`config.mk`:
```
export PLATFORM = sky130hd
export DESIGN_NAME = dds_sweep_ctrl
export DESIGN_NICKNAME = d
export VERILOG_FILES = /design/src/rtl/dds_pkg.sv /design/src/rtl/dds_dwell_cnt.sv /design/src/rtl/dds_sweep_ctrl.sv
export SDC_FILE = /design/constraint.sdc
export NUM_CORES = 1
export LEC_CHECK = 0
export BUFFER_PORTS_ARGS = -buffer_cell sky130_fd_sc_hd__buf_4
export CORE_ASPECT_RATIO = 1.4
export CORE_MARGIN = 2
export CORE_UTILIZATION = 34
export DETAILED_ROUTE_END_ITERATION = 6
export GPL_TIMING_DRIVEN = 0
export PLACE_DENSITY = 0.61
export SLEW_MARGIN = 5
export SYNTH_ARGS = -nofsm -noshare
export SYNTH_HDL_FRONTEND = slang
export SYNTH_SLANG_ARGS = --single-unit
```
`constraint.sdc`:
```
create_clock -name clk -period 10.1 [get_ports clk]
set_clock_uncertainty 0.1 [all_clocks]
set_input_delay 1.515 -clock clk [delete_from_list [all_inputs] [get_ports clk]]
set_output_delay 1.515 -clock clk [all_outputs]
set_load 0.02 [all_outputs]
```
`src/rtl/dds_pkg.sv`:
```
// Shared types and default widths for the DDS sweep sequencer.
// Build option: DDS_SWEEP_TRI_EN adds the up/down (triangle) sweep mode.
package dds_pkg;

  localparam int F_WORD_N = 32;
  localparam int P_WORD_M = 12;
  localparam int DWELL_W  = 16;

  typedef enum logic [1:0] {
    ST_IDLE = 2'd0,
    ST_UP   = 2'd1,
    ST_DOWN = 2'd2,
    ST_DONE = 2'd3
  } sweep_state_t;

  typedef struct packed {
    logic [F_WORD_N-1:0] f_start;
    logic [F_WORD_N-1:0] f_stop;
    logic [F_WORD_N-1:0] f_step;
    logic [DWELL_W-1:0]  dwell;
    logic [P_WORD_M-1:0] p_offset;
    logic                cont;
`ifdef DDS_SWEEP_TRI_EN
    logic                tri_mode;
`endif
  } sweep_cfg_t;

  // A zero step or an empty/inverted range collapses the sweep to f_start alone.
  function automatic logic is_single_point(input logic [F_WORD_N-1:0] fs,
                                           input logic [F_WORD_N-1:0] fe,
                                           input logic [F_WORD_N-1:0] st);
    return (st == '0) || (fs >= fe);
  endfunction

endpackage

```
`src/rtl/dds_dwell_cnt.sv`:
```
// Loadable down-counter that times how long each sweep point is held.
// Build option: none (DDS_SWEEP_TRI_EN does not affect this block).
module dds_dwell_cnt
  import dds_pkg::*;
#(
  parameter int W = DWELL_W
) (
  input  logic         clk,
  input  logic         rst_n,
  input  logic         load,
  input  logic [W-1:0] val,
  output logic         zero
);

  logic [W-1:0] cnt_q;
  logic [W-1:0] cnt_d;

  // Saturates at zero so the FSM can sample zero on any later cycle.
  always_comb begin
    cnt_d = cnt_q;
    if (load) begin
      cnt_d = val;
    end else if (cnt_q != '0) begin
      cnt_d = cnt_q - W'(1);
    end
  end

  always_ff @(posedge clk or negedge rst_n) begin
    if (!rst_n) begin
      cnt_q <= '0;
    end else begin
      cnt_q <= cnt_d;
    end
  end

  assign zero = (cnt_q == '0);

endmodule

```
`src/rtl/dds_sweep_ctrl.sv`:
```
// Frequency-sweep sequencer: ramps the DDS tuning word from f_start to f_stop.
// Build option: DDS_SWEEP_TRI_EN adds tri_mode and the descending (DOWN) leg.
module dds_sweep_ctrl
  import dds_pkg::sweep_state_t, dds_pkg::sweep_cfg_t, dds_pkg::is_single_point,
         dds_pkg::ST_IDLE, dds_pkg::ST_UP, dds_pkg::ST_DOWN, dds_pkg::ST_DONE;
#(
  parameter int F_WORD_N = dds_pkg::F_WORD_N,
  parameter int P_WORD_M = dds_pkg::P_WORD_M,
  parameter int DWELL_W  = dds_pkg::DWELL_W
) (
  input  logic                clk,
  input  logic                rst_n,
  input  logic                start,
  input  logic                abort,
  input  logic [F_WORD_N-1:0] f_start,
  input  logic [F_WORD_N-1:0] f_stop,
  input  logic [F_WORD_N-1:0] f_step,
  input  logic [DWELL_W-1:0]  dwell,
  input  logic [P_WORD_M-1:0] p_offset,
  input  logic                cont,
`ifdef DDS_SWEEP_TRI_EN
  input  logic                tri_mode,
`endif
  output logic [F_WORD_N-1:0] f_ctrl,
  output logic [P_WORD_M-1:0] p_ctrl,
  output logic                busy,
  output logic                step_stb,
  output logic                done
);

  // Handshake: start is a one-cycle request honoured only in IDLE; abort wins
  // over start and over every busy state. No valid/ready backpressure exists.

  sweep_state_t        state_q, state_d;
  sweep_cfg_t          cfg_q, cfg_d;
  logic [F_WORD_N-1:0] f_ctrl_q, f_ctrl_d;
  logic [P_WORD_M-1:0] p_ctrl_q, p_ctrl_d;
  logic                busy_q, busy_d;
  logic                step_stb_q, step_stb_d;
  logic                done_q, done_d;
  logic                last_q, last_d;

  logic                cnt_load;
  logic [DWELL_W-1:0]  cnt_val;
  logic                cnt_zero;

  logic [F_WORD_N:0]   up_sum;
  logic                up_clamp;
  logic                cfg_single;

  // The extra top bit catches a carry so a wrap can never look like a small word.
  assign up_sum     = {1'b0, f_ctrl_q} + {1'b0, cfg_q.f_step};
  assign up_clamp   = up_sum[F_WORD_N] || (up_sum[F_WORD_N-1:0] >= cfg_q.f_stop);
  assign cfg_single = is_single_point(cfg_q.f_start, cfg_q.f_stop, cfg_q.f_step);

`ifdef DDS_SWEEP_TRI_EN
  logic [F_WORD_N:0]   dn_diff;
  logic                dn_clamp;

  assign dn_diff  = {1'b0, f_ctrl_q} - {1'b0, cfg_q.f_step};
  assign dn_clamp = dn_diff[F_WORD_N] || (dn_diff[F_WORD_N-1:0] <= cfg_q.f_start);
`endif

  always_comb begin
    state_d    = state_q;
    cfg_d      = cfg_q;
    f_ctrl_d   = f_ctrl_q;
    p_ctrl_d   = p_ctrl_q;
    busy_d     = busy_q;
    step_stb_d = 1'b0;
    done_d     = 1'b0;
    last_d     = last_q;
    cnt_load   = 1'b0;
    cnt_val    = cfg_q.dwell;

    case (state_q)
      ST_IDLE: begin
        if (start && !abort) begin
          cfg_d.f_start  = f_start;
          cfg_d.f_stop   = f_stop;
          cfg_d.f_step   = f_step;
          cfg_d.dwell    = dwell;
          cfg_d.p_offset = p_offset;
          cfg_d.cont     = cont;
`ifdef DDS_SWEEP_TRI_EN
          cfg_d.tri_mode = tri_mode;
`endif
          f_ctrl_d   = f_start;
          p_ctrl_d   = p_offset;
          busy_d     = 1'b1;
          step_stb_d = 1'b1;
          cnt_load   = 1'b1;
          cnt_val    = dwell;
          last_d     = is_single_point(f_start, f_stop, f_step);
          state_d    = ST_UP;
        end
      end

      ST_UP: begin
        if (abort) begin
          busy_d  = 1'b0;
          state_d = ST_IDLE;
        end else if (cnt_zero) begin
          if (!last_q) begin
            f_ctrl_d   = up_clamp ? cfg_q.f_stop : up_sum[F_WORD_N-1:0];
            last_d     = up_clamp;
            step_stb_d = 1'b1;
            cnt_load   = 1'b1;
`ifdef DDS_SWEEP_TRI_EN
          end else if (cfg_q.tri_mode && !cfg_single) begin
            f_ctrl_d   = dn_clamp ? cfg_q.f_start : dn_diff[F_WORD_N-1:0];
            last_d     = dn_clamp;
            step_stb_d = 1'b1;
            cnt_load   = 1'b1;
            state_d    = ST_DOWN;
`endif
          end else if (cfg_q.cont) begin
            f_ctrl_d   = cfg_q.f_start;
            p_ctrl_d   = cfg_q.p_offset;
            last_d     = cfg_single;
            step_stb_d = 1'b1;
            cnt_load   = 1'b1;
          end else begin
            busy_d  = 1'b0;
            done_d  = 1'b1;
            state_d = ST_DONE;
          end
        end
      end

`ifdef DDS_SWEEP_TRI_EN
      ST_DOWN: begin
        if (abort) begin
          busy_d  = 1'b0;
          state_d = ST_IDLE;
        end else if (cnt_zero) begin
          if (!last_q) begin
            f_ctrl_d   = dn_clamp ? cfg_q.f_start : dn_diff[F_WORD_N-1:0];
            last_d     = dn_clamp;
            step_stb_d = 1'b1;
            cnt_load   = 1'b1;
          end else if (cfg_q.cont) begin
            // Re-enter the ascent from the f_start point just emitted.
            f_ctrl_d   = up_clamp ? cfg_q.f_stop : up_sum[F_WORD_N-1:0];
            last_d     = up_clamp;
            step_stb_d = 1'b1;
            cnt_load   = 1'b1;
            state_d    = ST_UP;
          end else begin
            busy_d  = 1'b0;
            done_d  = 1'b1;
            state_d = ST_DONE;
          end
        end
      end
`endif

      ST_DONE: begin
        state_d = ST_IDLE;
      end

      default: begin
        busy_d  = 1'b0;
        state_d = ST_IDLE;
      end
    endcase
  end

  always_ff @(posedge clk or negedge rst_n) begin
    if (!rst_n) begin
      state_q    <= ST_IDLE;
      cfg_q      <= '0;
      f_ctrl_q   <= '0;
      p_ctrl_q   <= '0;
      busy_q     <= 1'b0;
      step_stb_q <= 1'b0;
      done_q     <= 1'b0;
      last_q     <= 1'b0;
    end else begin
      state_q    <= state_d;
      cfg_q      <= cfg_d;
      f_ctrl_q   <= f_ctrl_d;
      p_ctrl_q   <= p_ctrl_d;
      busy_q     <= busy_d;
      step_stb_q <= step_stb_d;
      done_q     <= done_d;
      last_q     <= last_d;
    end
  end

  dds_dwell_cnt #(
    .W (DWELL_W)
  ) u_dwell_cnt (
    .clk   (clk),
    .rst_n (rst_n),
    .load  (cnt_load),
    .val   (cnt_val),
    .zero  (cnt_zero)
  );

  assign f_ctrl   = f_ctrl_q;
  assign p_ctrl   = p_ctrl_q;
  assign busy     = busy_q;
  assign step_stb = step_stb_q;
  assign done     = done_q;

endmodule

```
==> impl_results.md <==
* Status: complete, no violations
* Pwr/cell area at 214 nW/um^2
* Area share of fa/ha/maj cells after synthesis at 13.7%
* Post-synth top area share at 39.9%
* Port-buffer cells at 174
* Yosys reg bits at 191
* H-Tree Depth at 4
* Initial antenna violation count at 1
* Share of layout cells above drive strength 1 at 14.6%
* DR WL/cell at 19.1 um
* DIE WIDTH at 163 um
* Clock period minus worst slack at 6.39 ns
* CP most frequent cell: o21ai_0
* Row cnt at 81
* Final setup fails at 0
* Inst Count DP at 2,020
* Avg Cell Area, Syn at 8.62 um^2
* Final ANT Viol Nets at 0
* Fmax at 0.156 GHz
* Final Power at 3.10 mW
* Crit path DAT at 6.59 ns
* Yosys warns at 0
* Main synth FF type: dfrtp_1
* CTS max path bufs at 2
* Post-synthesis mux area share at 2.77%
* DRT iter0 DRCs at 737
* Post-Synth XOR/XNOR Area at 2.93%
* Total of max-cap violations at 0
* CTS Root Cell: clkbuf_16
* RD Place Congestion at 0.945
* Synth cell count leaders: nand2_1 (385), dfrtp_1 (191), ha_1 (129)
* Final Max Slew Viols at 0
* CTS tree: yes
* Max VDD drop at 0.000136 V
* Hold path startpoint: cfg_q[17]
* Fin. Hold Viols at 0
* Fin cells at 2,053
* EDFF count, synth at 0
* Postcts setup bufs at 0
* Fin Setup TNS at 0 ns
* Crit. End Element: register
* Cell taking the most area after synthesis: dfrtp_1
* Synth cell types at 63
* Syn Nets at 1,648
* Leak Pwr at 7.27 nW
* Utilization after layout at 41.4%
* Cell Chain, Critical Path: ha_1 -> nand2_1 -> nor3b_1 -> o2111ai_1 -> a31oi_1 -> o21ai_0 -> o21ai_0 -> a21oi_1 -> o21bai_1 -> xnor2_1 -> ha_1 -> nand4_1 -> nor4_1 -> o21ai_0 -> nand4_1 -> nor3_1 -> o311ai_1 -> buf_2 -> buf_2 -> mux2i_1 -> o211ai_1
* Initial Util at 34.3%
* Core Footprint at 34,900 um^2
* DRC at 0
* Post-synthesis compound-gate area fraction at 16.3%
* FFs w/ async S/R, synth at 100%
* CP max stage cell: nor4_1
* Setup Crit Path Kind: register to register
* CP peak stage delay at 0.63 ns
* Layout area overhead at 20.7%
* Worst-path clk slew at 0.08 ns
* First-pass GRT wire length at 60,200 um
* CP top delay family: compound AO/OA/AOI/OAI gates
* Slew margin rel. at 35.5%
* Cell Area, Synth at 12,000 um^2
* Worst-path maximum fanout at 10
* Drt first pass iters at 5
* Nets at 1,842
* Vias in the first global route at 10,900
* Slew @ Worst Pin at 0.968 ns
* Crit. Startpoint: cfg_q[33]
* Crit path launch type: register
* Grt total ovfl at 0
* Vias per inst at 5.26
* Top cells by area, synth: dfrtp_1 (40%), ha_1 (13%), nand2_1 (12%)
* Top-count cell post-synth: nand2_1
* Reg-to-Reg Start: cfg_q[33]
* Hold buffers post-CTS at 0
* Sequential fraction of the synthesis area at 39.9%
* RSZ-0062 raised after global routing: false
* CTS Sinks at 191
* Worst Path Required at 10.30 ns
* Vias at 10,800
* Largest net degree at the start of global routing at 113
* Die area at 36,700 um^2
* Drt total wl at 39,200 um
* Period Utilization, post-route at 63.3%
* Post-synthesis simple-gate area fraction at 19.7%
* Min-delay worst type: register to register
* Total CTS buffers at 17
* Critical path buffers and inverters at 2
* Die height at 226 um
* Main combinational cell family by area after synthesis: simple AND/OR/NAND/NOR gates
* # IOs at 176
* Detailed Place HPWL at 31,000 um
* GR Util All Layers at 21.6%
* Clk_lat worst skew at 0.46 ns
* Syn Inst Count at 1,389
* Cells resized by post-CTS repair at 0
## metal layers
layer  vias to the layer above  global-route usage, %  wire, um
met5                         -                      0         0
met1                      5239                   26.2     16500
met3                        54                   3.43      1750
li1                       5221                      -         -
met2                       288                   38.6     19900
met4                         0                   7.79      1080
## where the power goes
part / switching, mW / total [mW] / internal [mW]
clock: 0.337 / 0.668 / 0.332
combinational: 0.791 / 1.37 / 0.577
sequential: 0.140 / 1.06 / 0.920
## worst register-to-register path, stage by stage (launching register included)
cell,delay (ns)
dfrtp_1,0.43
ha_1,0.37
nand2_1,0.10
nor3b_1,0.28
o2111ai_1,0.15
a31oi_1,0.30
o21ai_0,0.37
o21ai_0,0.57
a21oi_1,0.20
o21bai_1,0.29
xnor2_1,0.17
ha_1,0.33
nand4_1,0.15
nor4_1,0.63
o21ai_0,0.40
nand4_1,0.17
nor3_1,0.06
o311ai_1,0.09
buf_2,0.33
buf_2,0.36
mux2i_1,0.25
o211ai_1,0.11
## worst paths after layout
path                       depth (start not counted)  slack [ns]    endpoint
max                                               21        3.71  f_ctrl[20]
min                                                2        0.38   cfg_q[17]
min reg2reg                                        2        0.38   cfg_q[17]
max reg2reg                                       21        3.71  f_ctrl[20]
max in group asynchronous                          2        7.96   cfg_q[98]
min in group asynchronous                          1        0.94  f_ctrl[22]
## logic make-up after synthesis
logic type / Yosys count
xor gates and xnor gates: 40
adders and majority gates: 130
and+or+nand+nor: 555
muxes: 32
DFF: 191
buffers and inverters: 139
AOI/OAI and AO/OA: 302
## placed cells by master (no fill, tap or decap), drive strengths merged, types with 24 or more instances in the layout
| cell | instances |
|---|---|
| a21o | 38 |
| a21oi | 65 |
| buf | 190 |
| clkbuf | 62 |
| dfrtp | 191 |
| ha | 129 |
| inv | 87 |
| nand2 | 385 |
| nand4 | 24 |
| nor2 | 49 |
| o211ai | 28 |
| o21ai | 75 |
## stage by stage
stage          cell area, um^2  worst slack, ns  hold slack, ns
3_5_place_dp             13900             3.75           0.363
6_report                 14400             3.71           0.383
5_1_grt                  14400             3.25           0.403
4_1_cts                  14400             3.69           0.384
2_1_floorplan            12000             5.51           0.341
3_3_place_gp             13800             3.68           0.354
## flip-flops by register name, summed over array words and instances, names as in the netlist
name,flops
step_stb,1
done,1
state_q,2
f_ctrl,32
p_ctrl,12
busy,1
last_q,1
u_dwell_cnt.cnt_q,16
cfg_q,125
## layout make-up
class / count / area, um^2
Clock buffer: 19 / 443
Fill cell: 3605 / 20400
Inverter: 81 / 304
Tap cell: 456 / 571
Timing Repair Buffer: 175 / 1340
Multi-Input combinational cell: 1059 / 6620
Buffer: 58 / 262
Sequential cell: 191 / 4780
Clock inverter: 13 / 123
Antenna cell: 1 / 2.50
(Power assumes the default switching activity.)
